**config.mk**
```make
export PLATFORM = sky130hd
export DESIGN_NAME = serial_shift_sequencer
export DESIGN_NICKNAME = d
export VERILOG_FILES = /design/src/rtl/serial_seq_pkg.sv /design/src/rtl/button_edge_sync.sv /design/src/rtl/serial_shift_sequencer.sv
export SDC_FILE = /design/constraint.sdc
export NUM_CORES = 1
export LEC_CHECK = 0
export ABC_AREA = 0
export CAP_MARGIN = 30
export CORE_MARGIN = 2
export CORE_UTILIZATION = 58
export CTS_CLUSTER_SIZE = 30
export DETAILED_ROUTE_END_ITERATION = 7
export HOLD_SLACK_MARGIN = 0.08
export PLACE_DENSITY = 0.89
export SETUP_SLACK_MARGIN = 0.05
export SLEW_MARGIN = 10
export SYNTH_ARGS = -nofsm -noshare
export SYNTH_HDL_FRONTEND = slang
export SYNTH_SLANG_ARGS = --single-unit
```
**constraint.sdc**
```tcl
create_clock -name clk -period 4.5 [get_ports clk]
set_input_delay 1.35 -clock clk [delete_from_list [all_inputs] [get_ports clk]]
set_output_delay 1.35 -clock clk [all_outputs]
set_load 0.005 [all_outputs]
```
**src/rtl/serial_seq_pkg.sv**
```systemverilog
// Shared types and helpers for the serial shift sequencer.
package serial_seq_pkg;

  typedef enum logic [2:0] {
    ST_IDLE  = 3'd0,
    ST_LOAD  = 3'd1,
    ST_WAIT  = 3'd2,
    ST_SHIFT = 3'd3,
    ST_DONE  = 3'd4
  } seq_state_e;

  // Width of the shift counter: must hold DATA_W+1 (parity shift) with room to spare.
  function automatic int count_width(input int data_w);
    return $clog2(data_w + 2);
  endfunction

endpackage

```
**src/rtl/button_edge_sync.sv**
```systemverilog
// Two-flop synchroniser plus falling-edge detector for an active-low push button.
// press_o is high for exactly one cycle per press.
module button_edge_sync (
  input  logic clk,
  input  logic reset,
  input  logic btn_n_i,
  output logic press_o
);

  logic r_q;
  logic rr_q;

  // Shift the raw button level through the sync pair; cleared on reset.
  always_ff @(posedge clk) begin
    if (!reset) begin
      r_q  <= 1'b0;
      rr_q <= 1'b0;
    end else begin
      r_q  <= btn_n_i;
      rr_q <= r_q;
    end
  end

  // Falling edge: previous sample high, current sample low.
  assign press_o = rr_q & ~r_q;

endmodule

```
**src/rtl/serial_shift_sequencer.sv**
```systemverilog
// Automatic load/shift sequencer for the serial shift-register datapath.
// One start press loads a byte, then issues N evenly spaced shift strobes.
// Optional feature: define SEQ_PARITY_EN to append one extra shift carrying
// the even parity of the captured word (N = DATA_W+1 instead of DATA_W).
module serial_shift_sequencer
  import serial_seq_pkg::*;
#(
  parameter  int DATA_W   = 8,
  parameter  int TICK_DIV = 25_000_000,
  localparam int CW       = count_width(DATA_W)
) (
  input  logic              clk,
  input  logic              reset,
  input  logic [DATA_W-1:0] switches,
  input  logic              fill_value,
  input  logic              start_button,
  input  logic              stop_button,
  output logic              load_pulse,
  output logic [DATA_W-1:0] load_data,
  output logic              shift_pulse,
  output logic              shift_in,
  output logic              busy,
  output logic              done,
  output logic [CW-1:0]     shift_count
);

  localparam int TW = (TICK_DIV > 1) ? $clog2(TICK_DIV) : 1;
  localparam logic [TW-1:0] TICK_LAST = TW'(TICK_DIV - 1);
`ifdef SEQ_PARITY_EN
  localparam int N = DATA_W + 1;
`else
  localparam int N = DATA_W;
`endif
  localparam logic [CW-1:0] N_CW = CW'(N);

  seq_state_e        state_q, state_d;
  logic [TW-1:0]     tick_q, tick_d;
  logic [CW-1:0]     count_q, count_d;
  logic [DATA_W-1:0] data_q, data_d;
  logic              start_ev;
  logic              stop_ev;

  button_edge_sync u_start_sync (
    .clk     (clk),
    .reset   (reset),
    .btn_n_i (start_button),
    .press_o (start_ev)
  );

  button_edge_sync u_stop_sync (
    .clk     (clk),
    .reset   (reset),
    .btn_n_i (stop_button),
    .press_o (stop_ev)
  );

  // State, tick counter, shift counter and captured word; all cleared by reset.
  always_ff @(posedge clk) begin
    if (!reset) begin
      state_q <= ST_IDLE;
      tick_q  <= '0;
      count_q <= '0;
      data_q  <= '0;
    end else begin
      state_q <= state_d;
      tick_q  <= tick_d;
      count_q <= count_d;
      data_q  <= data_d;
    end
  end

  // Next-state and strobe decode; a stop event overrides every other transition.
  always_comb begin
    state_d     = state_q;
    tick_d      = tick_q;
    count_d     = count_q;
    data_d      = data_q;
    load_pulse  = 1'b0;
    shift_pulse = 1'b0;
    shift_in    = 1'b0;
    busy        = 1'b0;
    done        = 1'b0;
    case (state_q)
      ST_IDLE: begin
        if (start_ev) begin
          data_d  = switches;
          count_d = '0;
          state_d = ST_LOAD;
        end
      end
      ST_LOAD: begin
        load_pulse = 1'b1;
        busy       = 1'b1;
        tick_d     = '0;
        state_d    = stop_ev ? ST_IDLE : ST_WAIT;
      end
      ST_WAIT: begin
        busy = 1'b1;
        if (stop_ev) begin
          state_d = ST_IDLE;
        end else if (tick_q == TICK_LAST) begin
          state_d = ST_SHIFT;
        end else begin
          tick_d = tick_q + 1'b1;
        end
      end
      ST_SHIFT: begin
        busy        = 1'b1;
        shift_pulse = 1'b1;
        shift_in    = fill_value;
`ifdef SEQ_PARITY_EN
        // The last shift of the sequence carries the parity bit, not the fill bit.
        if (count_q == CW'(DATA_W)) begin
          shift_in = ^data_q;
        end
`endif
        count_d = count_q + 1'b1;
        if (stop_ev) begin
          state_d = ST_IDLE;
        end else if (count_d == N_CW) begin
          state_d = ST_DONE;
        end else begin
          tick_d  = '0;
          state_d = ST_WAIT;
        end
      end
      ST_DONE: begin
        done    = 1'b1;
        state_d = ST_IDLE;
      end
      default: begin
        state_d = ST_IDLE;
      end
    endcase
  end

  assign load_data   = data_q;
  assign shift_count = count_q;

endmodule
```
Word-level counts from Yosys, hierarchy flattened
Cells that the tools add are included.

Add/sub/neg operators: 2. Mux-type cells: 19. Reductions and logical operators: 8. Bitwise operators: 4. Equal/unequal tests: 12.

Operators by type and width (number): two-way mux 25 bit (4); case mux 25 bit (3 select lines) (1); adder 25 x 1 -> 25 bit (second input constant) (1); == test 25 bit (second input constant) (1); two-way mux 3 bit (5); case mux 3 bit (4 select lines) (1); inequality test 2 bit (second input constant) (5); case mux 4 bit (2 select lines) (1); == test 3 x 2 -> 1 bit (second input constant) (2); AND reduction 2 bit (3); two-way mux 1 bit (5); AND reduction 5 bit (1); adder 4 x 1 -> 4 bit (second input constant) (1); == test 4 bit (second input constant) (1); two-way mux 4 bit (1); == test 3 x 1 -> 1 bit (second input constant) (1); == test 3 bit (second input constant) (1); logical NOT 3 bit (1); inequality test 3 bit (second input constant) (1); nonzero test 3 bit (1); OR reduction 3 bit (1); AND 1 bit (2); two-way mux 2 bit (1); NOT 1 bit (2); nonzero test 2 bit (1).

Input bits: 13. Output and inout bits: 17. Register bits after elaboration: 44.

Longest topological paths before layout
Depth after elaboration: 5. Gate-level depth with buffers: 9. Depth with buffers taken out: 7.

Modules after synthesis
Synthesis repeated with hierarchy kept, for this count alone.

Cell total of the unflattened synthesis: 269. Area total of the unflattened synthesis: 2257.2 µm².

By module, submodules not included: serial_shift_sequencer (cells each 259, area each 2132.0 µm², instances 1); button_edge_sync (cells each 5, area each 62.6 µm², instances 2).

Worst setup path before layout
OpenSTA, ideal clock, no wires.

Path kind: input to output. From: input fill_value. To: output shift_in. Arrival: 1475 ps. Stages: 1. Path buffers: 0. Path slack: 1675 ps. Cell sequence: and2_1.

Cells in the longest elaborated chain, start to end: 1.

RTL lines: start, declared (line serial_shift_sequencer.sv:15) `input logic fill_value,`; two-way mux 1 bit (line serial_shift_sequencer.sv:83) `case (state_q)`; end, declared (line serial_shift_sequencer.sv:21) `output logic shift_in,`.

Every way passes these cells.

Worst setup path after layout
Ends and elaborated chain as after synthesis.

==> reports/qor.yml <==
status: "finished, final reports clean"
htree_num_levels: 2
hold_path_end: "load_data[1]"
synthFlopType: "dfxtp_1"
ctsRootBufferMaster: "clkbuf_8"
cp_slowest_stage_delay_ns: 0.49
max_slew_margin: 0.460
hpwl_um: 3520
r2r-start: "state_q[2]"
hp-start: "load_data[1]"
cp_cell_sequence: "clkdlybuf4s50_1, and2_1, clkdlybuf4s50_1"
ant_nets: 0
start_util: 0.601
syn_area_um2: 2180
worstPathMaxFanout: 1
grt_pass1_vias: 1972
crit_top_cell: "clkdlybuf4s50_1"
netlist.area_leader.share: 0.404
via_per_inst: 6.09
coreArea_um2: 3630
io_buffers: 29
cts_inserted_buffers: 5
drcViolationCount: 0
timing.fmax_ghz: 0.267
drive_gt1_frac: 0.0858
routedWlPerCell_um: 14.4
r2r_slack_ns: 2.01
yosysSeqAreaShare: 0.404
drt_iter0_markers: 131
stdcell_count: 351
antenna_found_initial: 0
die_w_um: 65.3
min_period_ns: 3.75
synthArstFlopShare: 0
synth_area_leaders: "dfxtp_1, o21ai_0, a21oi_1"
cts_buffer_depth: 2
cp.arrival_ns: 2.40
grt_max_degree: 19
start_kind: "primary input"
seq_area_um2: 881
min_path_cells: 2
clock-sinks: 44
fin_hold_ws_ns: 0.456
critical_path_class: "in -> out"
synth_edf_count: 0
r2r_cells: 6
synthToLayoutAreaGrowth_pct: 19.2
rows: 22
finalHoldViolCount: 0
synth_nets: 290
total_power_w: 0.000693
cts_resized: 0
worst_slew_pin_slew_ns: 0.808
io_pins: 30
gp_congestion: 0.858
synth_seq_cells: 44
crit_family: "buffers and inverters"
worstSetupEndpointType: "output port"
multi_input_area_um2: 1230
grt_usage: 0.261
cp_num_buf_inv: 2
required_ns: 3.15
drv_cap: 0
hold_path.class: "reg -> reg"
ctsHoldBuffers: 0
yosys_warnings: 0
synth.largest_area_cell: "dfxtp_1"
die-area_um2: 4270
insertion_delay_ns: 0.30
r2r-end: "tick_q[13]"
fillers: 311
syn_avg_cell_area_um2: 7.96
cts_tree: "built"
fin_tns_setup_ns: 0
power.density_nw_per_um2: 267
post_cts_buffers: 0
min_period_over_period: 0.832
slowest_stage: "clkdlybuf4s50_1"
die_y_um: 65.3
routed-via-count: 2139
dp_cells: 343
final_max_slew_viol_count: 0
finalSetupViolCount: 0
grt_overflow_total: 0
skew_ns: 0.00636
max-vdd-ir-drop_v: 0.000210
clk_pin_slew_ns: 0.08
grt_pass1_wl_um: 8670
routed_wl_um: 5060
nets: 318
rsz0062_at_grt: "no"
synth.distinct_cells: 50
p_leak_nw: 0.937
diodes: 0
first_pass_iters: 4
synthCells: 274
utilization: 0.716
[cells by family (layout without fill, tap and decap cells)]
family | count (synthesis) | count (layout) | share of synthesized area
compound gates | 82 | 82 | 0.232
simple gates | 128 | 128 | 0.309
mux | 1 | 1 | 0.00459
fa+ha+maj | 3 | 3 | 0.0172
flops | 44 | 44 | 0.404
buf+inv | 16 | 45 | 0.0332
[stage by stage]
stage,instance area (um^2),worst slack [ns]
2_1_floorplan,2180,1.68
3_3_place_gp,2510,0.758
3_5_place_dp,2510,0.751
4_1_cts,2600,0.745
5_1_grt,2600,0.720
6_report,2600,0.754
[state kept, by name, indices dropped and copies added (netlist names)]
name,cells
shift_count,4
state_q,3
u_stop_sync.r_q,1
load_data,8
tick_q,25
u_start_sync.r_q,1
u_start_sync.rr_q,1
u_stop_sync.rr_q,1
[where the power goes]
group	internal [W]	total, W	switching (W)
clock	0.000108	0.000243	0.000135
sequential	0.000393	0.000396	0.00000288
combinational	0.0000262	0.0000536	0.0000275
[per-layer routing]
layer	track usage	share of wire	up-vias	wire (um)
met4	0.0964	0.013	0	64
met5	0	0	-	0
li1	-	-	1065	-
met2	0.455	0.49	70	2460
met1	0.304	0.43	997	2200
met3	0.0719	0.066	7	336
[synthesized netlist by cell type, types with 2 or more instances]
library cell and instances:
and2_1 9, a41oi_1 2, nor2_1 26, o21ai_0 28, clkbuf_1 9, or2_2 4
nor4b_1 2, dfxtp_1 44, and3_1 5, nand4_1 6, nand2b_1 2, a31oi_1 9
nand2_1 25, o31ai_1 4, nand3_1 26, nor3b_1 4, nor4_1 3, a21oi_1 27
nor3_1 4, ha_1 3, buf_2 3
[layout by cell type (no fill, tap or decap), types with 2 or more instances in the layout]
| cell | netlist | layout |
|---|---|---|
| a21oi_1 | 27 | 27 |
| a31oi_1 | 9 | 9 |
| a41oi_1 | 2 | 2 |
| and2_1 | 9 | 9 |
| and3_1 | 5 | 5 |
| buf_4 | 0 | 6 |
| clkbuf_8 | 0 | 5 |
| clkdlybuf4s50_1 | 0 | 29 |
| clkinv_2 | 0 | 2 |
| dfxtp_1 | 44 | 44 |
| ha_1 | 3 | 3 |
| nand2_1 | 25 | 25 |
| nand2b_1 | 2 | 2 |
| nand3_1 | 26 | 26 |
| nand4_1 | 6 | 6 |
| nor2_1 | 26 | 26 |
| nor3_1 | 4 | 4 |
| nor3b_1 | 4 | 4 |
| nor4_1 | 3 | 3 |
| nor4b_1 | 2 | 2 |
| o21ai_0 | 28 | 28 |
| o31ai_1 | 4 | 4 |
| or2_2 | 4 | 4 |
[area by class of cell]
| class | count | area share |
|---|---|---|
| Multi-Input combinational cell | 214 | 0.473 |
| Clock inverter | 3 | 0.00722 |
| Timing Repair Buffer | 35 | 0.129 |
| Tap cell | 48 | 0.0231 |
| Inverter | 2 | 0.00289 |
| Clock buffer | 5 | 0.0265 |
| Sequential cell | 44 | 0.339 |
[tightest hold or removal path: cells and delay by family (launching register included)]
kind	cells	cell delay, ns
DFF	1	0.31
AOI/OAI and AO/OA	1	0.05
and+or+nand+nor	1	0.05
[how the worst max path moves through the flow]
stage | startpoint | to | slack, ns | cells past startpoint
5_1_grt | fill_value | shift_in | 0.72 | 3
2_1_floorplan | fill_value | shift_in | 1.68 | 1
3_3_place_gp | fill_value | shift_in | 0.76 | 3
4_1_cts | fill_value | shift_in | 0.74 | 3
3_5_place_dp | fill_value | shift_in | 0.75 | 3
6_report | fill_value | shift_in | 0.75 | 3
Note: power is estimated with default switching activity, not from simulation.
